**config.mk**
```make
export PLATFORM = sky130hd
export DESIGN_NAME = idle_monitor
export DESIGN_NICKNAME = d
export VERILOG_FILES = /design/src/rtl/idle_monitor.sv
export SDC_FILE = /design/constraint.sdc
export NUM_CORES = 1
export LEC_CHECK = 0
export CORE_ASPECT_RATIO = 0.5
export CORE_MARGIN = 5
export CORE_UTILIZATION = 40
export CTS_CLUSTER_SIZE = 8
export DETAILED_ROUTE_END_ITERATION = 8
export GPL_TIMING_DRIVEN = 0
export SETUP_SLACK_MARGIN = 0.4
export SYNTH_ARGS = -nofsm -noshare
export SYNTH_HDL_FRONTEND = slang
export SYNTH_SLANG_ARGS = --single-unit
```
**constraint.sdc**
```tcl
create_clock -name clk -period 6.8 [get_ports clk]
set_clock_uncertainty 0.2 [all_clocks]
set_input_delay 1.02 -clock clk [delete_from_list [all_inputs] [get_ports clk]]
set_output_delay 1.02 -clock clk [all_outputs]
set_load 0.05 [all_outputs]
```
**src/rtl/idle_monitor.sv**
```systemverilog
// idle_monitor: per-peripheral idle counter and wake conditioner feeding the
// peripheral power FSM. Each peripheral raises sleep_eligible_o once it has
// been continuously idle for its programmable threshold, and each raw wake
// line becomes a single-cycle wake_evt_o pulse on its rising edge.
//
// Optional feature macro: IDLE_MON_WAKE_SYNC_EN
//   defined   - wake_async_i passes through a SYNC_STAGES-deep synchroniser
//   undefined - wake_async_i is used directly and must be synchronous to clk
module idle_monitor #(
    parameter int unsigned N           = 4,
    parameter int unsigned CNT_W       = 16,
    parameter int unsigned DEF_THRESH  = 1000,
    parameter int unsigned SYNC_STAGES = 2,
    localparam int unsigned IdxW       = (N > 1) ? $clog2(N) : 1
) (
    input  logic             clk,
    input  logic             rst_n,
    input  logic [N-1:0]     activity_i,
    input  logic [N-1:0]     wake_async_i,
    input  logic             cfg_we_i,
    input  logic [IdxW-1:0]  cfg_idx_i,
    input  logic [CNT_W-1:0] cfg_thresh_i,
    output logic [N-1:0]     sleep_eligible_o,
    output logic [N-1:0]     wake_evt_o
);

    logic [N-1:0][CNT_W-1:0] cnt_q, cnt_d;
    logic [N-1:0][CNT_W-1:0] thr_q, thr_d;
    logic [N-1:0]            wake_cond;
    logic [N-1:0]            wake_cond_q;
    logic [N-1:0]            wake_evt;

`ifdef IDLE_MON_WAKE_SYNC_EN
    logic [SYNC_STAGES-1:0] sync_q [N];

    // Synchroniser chain per wake line; bit 0 samples the raw input.
    always_ff @(posedge clk or negedge rst_n) begin
        if (!rst_n) begin
            for (int unsigned i = 0; i < N; i++) begin
                sync_q[i] <= '0;
            end
        end else begin
            for (int unsigned i = 0; i < N; i++) begin
                sync_q[i] <= {sync_q[i][SYNC_STAGES-2:0], wake_async_i[i]};
            end
        end
    end

    // Conditioned wake is the last synchroniser stage.
    always_comb begin
        wake_cond = '0;
        for (int unsigned i = 0; i < N; i++) begin
            wake_cond[i] = sync_q[i][SYNC_STAGES-1];
        end
    end
`else
    // Synchroniser depth only matters when the synchroniser is built.
    logic [31:0] unused_sync_stages;
    assign unused_sync_stages = SYNC_STAGES;

    assign wake_cond = wake_async_i;
`endif

    // One-cycle delayed copy of the conditioned wake for edge detection.
    always_ff @(posedge clk or negedge rst_n) begin
        if (!rst_n) begin
            wake_cond_q <= '0;
        end else begin
            wake_cond_q <= wake_cond;
        end
    end

    assign wake_evt   = wake_cond & ~wake_cond_q;
    assign wake_evt_o = wake_evt;

    // Threshold write has priority, then activity/wake clear, then saturating count.
    always_comb begin
        cnt_d = cnt_q;
        thr_d = thr_q;
        for (int unsigned i = 0; i < N; i++) begin
            if (cfg_we_i && (cfg_idx_i == IdxW'(i))) begin
                thr_d[i] = cfg_thresh_i;
                cnt_d[i] = '0;
            end else if (activity_i[i] || wake_evt[i]) begin
                cnt_d[i] = '0;
            end else if (cnt_q[i] < thr_q[i]) begin
                cnt_d[i] = cnt_q[i] + CNT_W'(1);
            end
        end
    end

    // Counter and threshold registers; thresholds revert to the default on reset.
    always_ff @(posedge clk or negedge rst_n) begin
        if (!rst_n) begin
            for (int unsigned i = 0; i < N; i++) begin
                cnt_q[i] <= '0;
                thr_q[i] <= CNT_W'(DEF_THRESH);
            end
        end else begin
            cnt_q <= cnt_d;
            thr_q <= thr_d;
        end
    end

    // A zero threshold never qualifies; live activity drops eligibility at once.
    always_comb begin
        sleep_eligible_o = '0;
        for (int unsigned i = 0; i < N; i++) begin
            sleep_eligible_o[i] = (cnt_q[i] == thr_q[i]) && (thr_q[i] != '0) &&
                                  !activity_i[i];
        end
    end

endmodule

```
* Word level (Yosys, flattened, before mapping)
Index checks and enable logic that the tools add are counted.
Word-level totals: flip-flop bits (word level) 132, bits in latches 0, bits in writable memories 0, ROM bits 0, input port bits 29, output and inout bits 8, memories 0
Operators by class: add/sub/neg operators 4, $mul 0, divide/modulo/power cells 0, magnitude comparators 4, equal/unequal tests 7, shift-type cells 0, mux-type cells 12, bitwise operators 2, reduce and logical (&&, ||, !) cells 29
Operators with widths (count):
- two-way mux 16 bit | 12
- adder 16 x 1 -> 16 bit, second input constant | 4
- == test 16 bit | 4
- less-than comparator 16 bit | 4
- nonzero test 16 bit | 4
- logical AND 1 bit | 12
- nonzero test 3 bit | 4
- AND 4 bit | 1
- == test 2 bit, second input constant | 2
- logical NOT 1 bit | 4
- logical OR 1 bit | 4
- NOT 4 bit | 1
- == test 2 x 1 -> 1 bit, second input constant | 1
- logical NOT 2 bit | 1

* Longest topological paths before layout
Gate-level depths: netlist of the first run.
word-level depth 5, depth in mapped cells 10, mapped depth without buffers 8

* Worst setup path after synthesis of the first run
No wires, ideal clock.
kind register to output, start point reg thr_q[9] in the netlist's numbering, end point out sleep_eligible_o[0], arrival 2396 ps, required time 5580 ps, path slack 3184 ps, stages on the path, launching flop included 7, cell sequence dfstp_2 -> inv_1 -> ha_1 -> nand4_1 -> nor4_1 -> nand2_1 -> nor3_1
Between the ends: word-level cells in the longest chain between the ends 3, elaborated cells on any way between the ends 4, classes of those cells eq/ne (1); reduce/logical (3)
Ends and longest elaborated chain:
- start, declared | RTL line 28 | logic [N-1:0][CNT_W-1:0] thr_q, thr_d;
- start signal, assigned by index | RTL line 97 | thr_q[i] <= CNT_W'(DEF_THRESH);
- start signal, assigned | RTL line 101 | thr_q <= thr_d;
- == test 16 bit / nonzero test 16 bit (equally long branches) | RTL line 109 | sleep_eligible_o[i] = (cnt_q[i] == thr_q[i]) && (thr_q[i] != '0) &&
- logical AND 1 bit * (2 in series) | RTL line 109
- end, declared | RTL line 23 | output logic [N-1:0] sleep_eligible_o,
Every way passes the cells marked *; elsewhere a longest branch is shown, timed or not.

* Worst setup path after layout of the first run
Ends and elaborated chain as after synthesis.

==> impl_metrics.csv, run 1 <==
group,metric,value,unit
drt,drc,0,
job,max-cap-violations,0,
sta,fmaxAchievable,238,MHz
place,port_buffers,36,
worst_setup_path,worstPathRequired,5.58,ns
die,die_w,206,um
drt,wl_per_cell,16.1,um
logic_synthesis,syn_area_per_cell,9.73,um2
place,post-place-ws,2.95,ns
run_status,status,"completed",
global_routing,grt_overflow,0,
worst_setup_path,crit_path_cell_trace,"inv_1, ha_1, nand4_1, nor4_1, nand2_1, nor3_1, clkdlybuf4s50_1",
logic_synthesis,synth.area.top_cells,"dfrtp_1 35%, ha_1 11%, dfstp_2 8.2%",
clocking,htreeDepth,4,
worst_setup_path,cp_top_family,"buffers and inverters",
drt,routed_wl,18000,um
die,start_util,41.3,%
sta,min_period,4.19,ns
pwr,irDropWorstVdd,0.192,mV
place,placed_area,8390,um2
logic_synthesis,synth_edf_count,0,
global_routing,top_usage_layer,"met2",
final_layout,drive_gt1_share,14.5,%
logic_synthesis,yosysTopAreaCell,"dfrtp_1",
drt,drt_iter0_markers,372,
logic_synthesis,yosysWarnings,0,
global_routing,grt.met3_usage,2.34,%
clocking,cts_hold_buf,0,
logic_synthesis,synth.distinct_cells,53,
hold_path,hp-class,"in -> async",
global_routing,grt_pass1_wl,30200,um
worst_setup_path,ff2ff_path_depth,8,
drt,antenna_left,0,
logic_synthesis,synth_top_area_share,35.2,%
logic_synthesis,synth_most_common_cell,"dfrtp_1",
global_routing,grtUsageTotal,16.8,%
logic_synthesis,ys_ff_latch,132,
final_layout,area_delta_synth_final,17.1,%
place,gp_congestion,0.815,
worst_setup_path,cp.buffers_inverters,2,
pwr,power.total,2180,uW
sta,final_hold_viol_count,0,
clocking,cts_root_buf,"clkbuf_16",
logic_synthesis,syn_nets,886,
clocking,cts_buffers,17,
place,dp_hpwl,13200,um
drt,first_pass_iters,5,
die,fp.dieH,108,um
sta,rsz0062_at_grt,"false",
sta,worst_pin_slew,0.692,ns
final_layout,finalNetCount,942,
sta,worst_slack,2.61,ns
sta,setup_violations,0,
logic_synthesis,yosysSeqAreaShare,43.4,%
clocking,path_clk_slew,0.06,ns
logic_synthesis,synth.cells.most_frequent,"108 x dfrtp_1, 72 x inv_1, 68 x ha_1",
final_layout,fin_area,8990,um2
sta,period_share,61.7,%
worst_setup_path,worstSetupPathType,"reg -> out",
clocking,cts_tree,"yes",
global_routing,gr-usage-met1,24.0,%
logic_synthesis,synth.cell_area,7680,um2
worst_setup_path,slowest_delay,0.83,ns
die,io_pins,37,
sta,finalMaxSlewViolations,0,
sta,setup_tns,0,ns
worst_setup_path,arrival,2.97,ns
worst_setup_path,cp_max_fo,2,
global_routing,antenna_found_initial,0,
global_routing,grt_use_met2,27.0,%
die,core,18600,um2
clocking,ctsResizeCount,0,
die,fp.dieArea,22200,um2
clocking,clock_latency,0.42,ns
sta,relSlewSlack,52.7,%
worst_setup_path,start_kind,"flip-flop",
die,rows,35,
clocking,cts.path.max_buffers,2,
worst_setup_path,slowest_stage,"clkdlybuf4s50_1",
logic_synthesis,synthFlopType,"dfrtp_1",
pwr,p_leak,0.00381,uW
sta,hold-worst-slack,0.291,ns
clocking,cts_setup_buffers,0,
drt,avgViaCountPerCell,5.45,
clocking,clock-sinks,132,
pwr,p_per_area,242,nW/um2
final_layout,num_antenna_cells,0,
global_routing,grt_pass1_vias,5951,
logic_synthesis,synthCells,789,
drt,vias,6085,
worst_setup_path,cp_num_cells,7,
worst_setup_path,end_kind,"output pin",
global_routing,grt_max_degree,99,
logic_synthesis,async_reset_ff_share,100,%
-- report_power, final --
| group | leakage, uW | switching, uW | internal, uW |
|---|---|---|---|
| Sequential | 0.00166 | 65.9 | 882 |
| Clock | 0.000293 | 354 | 586 |
| Combinational | 0.00185 | 157 | 131 |
| Total | 0.00381 | 576 | 1600 |
-- path summary, 6_finish.rpt --
kind	startpoint	end	slack, ns
setup / recovery	thr_q[9]	sleep_eligible_o[0]	2.61
hold / removal	rst_n	cnt_q[43]	0.29
setup reg to reg	cnt_q[29]	cnt_q[17]	3.92
hold reg to reg	thr_q[3]	thr_q[3]	0.33
max in group asynchronous	rst_n	thr_q[56]	5.29
min in group clk	thr_q[3]	thr_q[3]	0.33
-- layout make-up --
type	count	area, um2
fillers	1717	9620
multi-input cells	564	3990
flip-flops and latches	132	3330
clock buffers	19	443
repair buffers	37	389
well taps	259	324
inverters	72	270
clock inverters	13	160
plain buffers	21	82.6
-- state kept, by name, indices dropped and copies added (netlist names) --
signal       cells
cnt_q           64
wake_cond_q      4
thr_q           64
-- metrics by stage --
step                      instances  utilization, %
after detailed placement       1085            45.1
after global placement         1084            44.9
after CTS                      1117            48.3
after floorplan                 789               -
final                          1117            48.3
after global routing           1117            48.3
-- metal layers --
metal  vias to the layer above  part of all wire (%)
li1                       2977                     -
met5                         -                     0
met4                         0                  0.85
met1                      3012                    51
met2                        82                    46
met3                        14                   2.3
-- logic make-up after synthesis --
| kind of cell | count (synthesis) | synth area share [%] |
|---|---|---|
| buffers and inverters | 93 | 4.60 |
| AND/OR/NAND/NOR | 291 | 20.5 |
| adder cells (fa/ha/maj) | 68 | 11.1 |
| multiplexers | 53 | 7.72 |
| flip-flops | 132 | 43.4 |
| XOR/XNOR | 26 | 2.97 |
| AO/OA/AOI/OAI | 126 | 9.71 |
-- cells in the final DEF (no fill, tap or decap), types with 4 or more instances in the layout --
cell and instances:
o211ai_1 5, nand2_1 65, o21ai_0 37, nor3_1 14, and2_1 5, xnor2_1 26, mux2_2 50, or4_1 17
nor4_1 38, clkbuf_1 19, ha_1 68, clkdlybuf4s50_1 35, nor2b_1 8, a21oi_1 49, inv_1 72, nand4_1 31
dfrtp_1 108, o31ai_1 15, nand3_1 24, clkinv_2 4, dfstp_2 24, clkbuf_16 17, clkinv_4 4, or3_1 17
nor2_1 48, nand3b_1 4
Power figures use the tool's default switching activity.
==> run 2, diff against run 1 <==
==> constraint.sdc (replaced) <==
create_clock -name clk -period 3.8 [get_ports clk]
set_clock_uncertainty 0.2 [all_clocks]
set_input_delay 0.57 -clock clk [delete_from_list [all_inputs] [get_ports clk]]
set_output_delay 0.57 -clock clk [all_outputs]
set_load 0.05 [all_outputs]
==> impl_metrics.csv, run 2 (synthesis results as in run 1) <==
group,metric,value,unit
run_status,status,"completed",
die,rows,35,
worst_setup_path,regToRegStartpoint,"thr_q[9]",
global_routing,grt_pass1_wl,30200,um
sta,rsz0062_at_grt,"true",
pwr,p_per_area,433,nW/um2
sta,setup_violations,0,
drt,routed_wl,18000,um
die,die_w,206,um
drt,first_pass_iters,5,
die,fp.dieH,108,um
final_layout,layout_commonest_cell,"dfrtp_1",
sta,worst_pin_slew,0.693,ns
worst_setup_path,timing.rr.end,"cnt_q[15]",
place,port_buffers,36,
final_layout,finalNetCount,943,
clocking,clock_latency,0.42,ns
final_layout,most-common-layout-cells,"108 x dfrtp_1, 72 x inv_1, 68 x ha_1, 65 x nand2_1, 50 x mux2_2",
final_layout,area_delta_synth_final,17.3,%
pwr,p_sw_share,26.5,%
clocking,cts_root_buf,"clkbuf_16",
drt,drc,0,
global_routing,grtUsageTotal,16.8,%
drt,wl_per_cell,16.1,um
pwr,irDropWorstVdd,0.343,mV
worst_setup_path,startpoint,"cnt_q[29]",
die,io_pins,37,
final_layout,drive_gt1_share,15.0,%
pwr,p_leak,0.00382,uW
sta,min_period,3.23,ns
worst_setup_path,start_kind,"flip-flop",
final_layout,final-instance-count-excl-fill,1118,
final_layout,final_util,48.4,%
drt,avgViaCountPerCell,5.43,
clocking,cts_setup_buffers,0,
final_layout,top_regs,"cnt_q: 64 flops, thr_q: 64 flops, wake_cond_q: 4 flops",
place,place_inst,1085,
die,core,18600,um2
global_routing,antenna_found_initial,0,
sta,relSlewSlack,52.6,%
global_routing,grt_max_degree,99,
drt,vias,6070,
drt,drt_iter0_markers,366,
clocking,clock-sinks,132,
worst_setup_path,crit_path_cell_trace,"ha_1, nand4_1, nor4_2, nand2_1, nor3_1, clkdlybuf4s15_2",
worst_setup_path,worstPathRequired,3.03,ns
sta,final_hold_viol_count,0,
clocking,path_clk_slew,0.06,ns
final_layout,num_antenna_cells,0,
worst_setup_path,ff2ff_path_depth,8,
clocking,cts_tree,"yes",
worst_setup_path,cp_max_fo,5,
final_layout,fin_area,9010,um2
place,gp_congestion,0.815,
pwr,pwr-share-comb,13.3,%
worst_setup_path,crit_end,"sleep_eligible_o[1]",
die,fp.dieArea,22200,um2
worst_setup_path,end_kind,"output pin",
pwr,seqPwrFrac,43.5,%
sta,finalMaxSlewViolations,0,
global_routing,grt_overflow,0,
worst_setup_path,worstSetupPathType,"reg -> out",
pwr,internal_power,2860,uW
die,start_util,41.3,%
hold_path,hp-class,"reg -> reg",
pwr,p_clk_share,43.1,%
sta,period_share,84.9,%
worst_setup_path,slowest_stage,"dfrtp_1",
worst_setup_path,r2r_slack,0.95,ns
worst_setup_path,slowest_delay,0.43,ns
place,placed_area,8390,um2
global_routing,grt_pass1_vias,5952,
sta,fmaxAchievable,310,MHz
worst_setup_path,arrival,2.46,ns
pwr,p_sw,1030,uW
clocking,cts.path.max_buffers,2,
job,max-cap-violations,0,
hold_path,min_delay_path_depth,2,
clocking,htreeDepth,4,
clocking,cts_buffers,17,
drt,antenna_left,0,
place,dp_hpwl,13200,um
[run 2: metal layers]
metal | vias to the layer above | wire (um) | track usage [%]
li1 | 2982 | - | -
met5 | - | 0 | 0
met2 | 83 | 8330 | 27.0
met3 | 14 | 449 | 2.34
met4 | 0 | 167 | 4.46
met1 | 2991 | 9050 | 24.0
[run 2: worst min path at each step]
stage          slack, ns        end     start
3_3_place_gp        0.31   thr_q[3]  thr_q[3]
5_1_grt             0.35   thr_q[3]  thr_q[3]
2_1_floorplan       0.07   cnt_q[0]     rst_n
3_5_place_dp        0.29  cnt_q[43]     rst_n
6_report            0.33   thr_q[3]  thr_q[3]
4_1_cts             0.33   thr_q[3]  thr_q[3]
[run 2: what timing repair did]
action                                  CTS  global route
hold buffers                              1             0
endpoints found under the setup margin    4             4
hold endpoints to repair                 34             0
gates resized for setup                   7             9
[run 2: power by group through the flow]
stage | Clock, uW | Sequential [uW] | Combinational [uW]
final | 1680 | 1700 | 520
after global routing | 1770 | 1710 | 594
after CTS | 1700 | 1690 | 525
after detailed placement | 0 | 1720 | 521
after global placement | 0 | 1710 | 496
after floorplan | 0 | 1670 | 355
[run 2: final cells by class]
type / instances / area, um2
Multi-Input combinational cell: 564 / 4000
Clock buffer: 19 / 443
Inverter: 72 / 270
Fill cell: 1717 / 9600
Sequential cell: 132 / 3330
Buffer: 21 / 82.6
Clock inverter: 13 / 160
Tap cell: 259 / 324
Timing Repair Buffer: 38 / 390
[run 2: critical path: cells and delay by family, from the launching register on]
kind | cells | cell delay (ns)
buffers and inverters | 1 | 0.40
AND/OR/NAND/NOR | 4 | 0.88
adder cells (fa/ha/maj) | 1 | 0.33
flip-flops | 1 | 0.43
[run 2: stage by stage]
stage | TNS [ns] | power (uW) | hold WS (ns) | worst slack (ns)
4_1_cts | 0 | 3920 | 0.330 | 0.315
5_1_grt | 0 | 4080 | 0.349 | 0.393
3_5_place_dp | 0 | 2240 | 0.290 | 0.471
3_3_place_gp | -403.84 | 2210 | 0.308 | -3.38
2_1_floorplan | 0 | 2030 | 0.0744 | 0.634
6_report | 0 | 3900 | 0.333 | 0.572
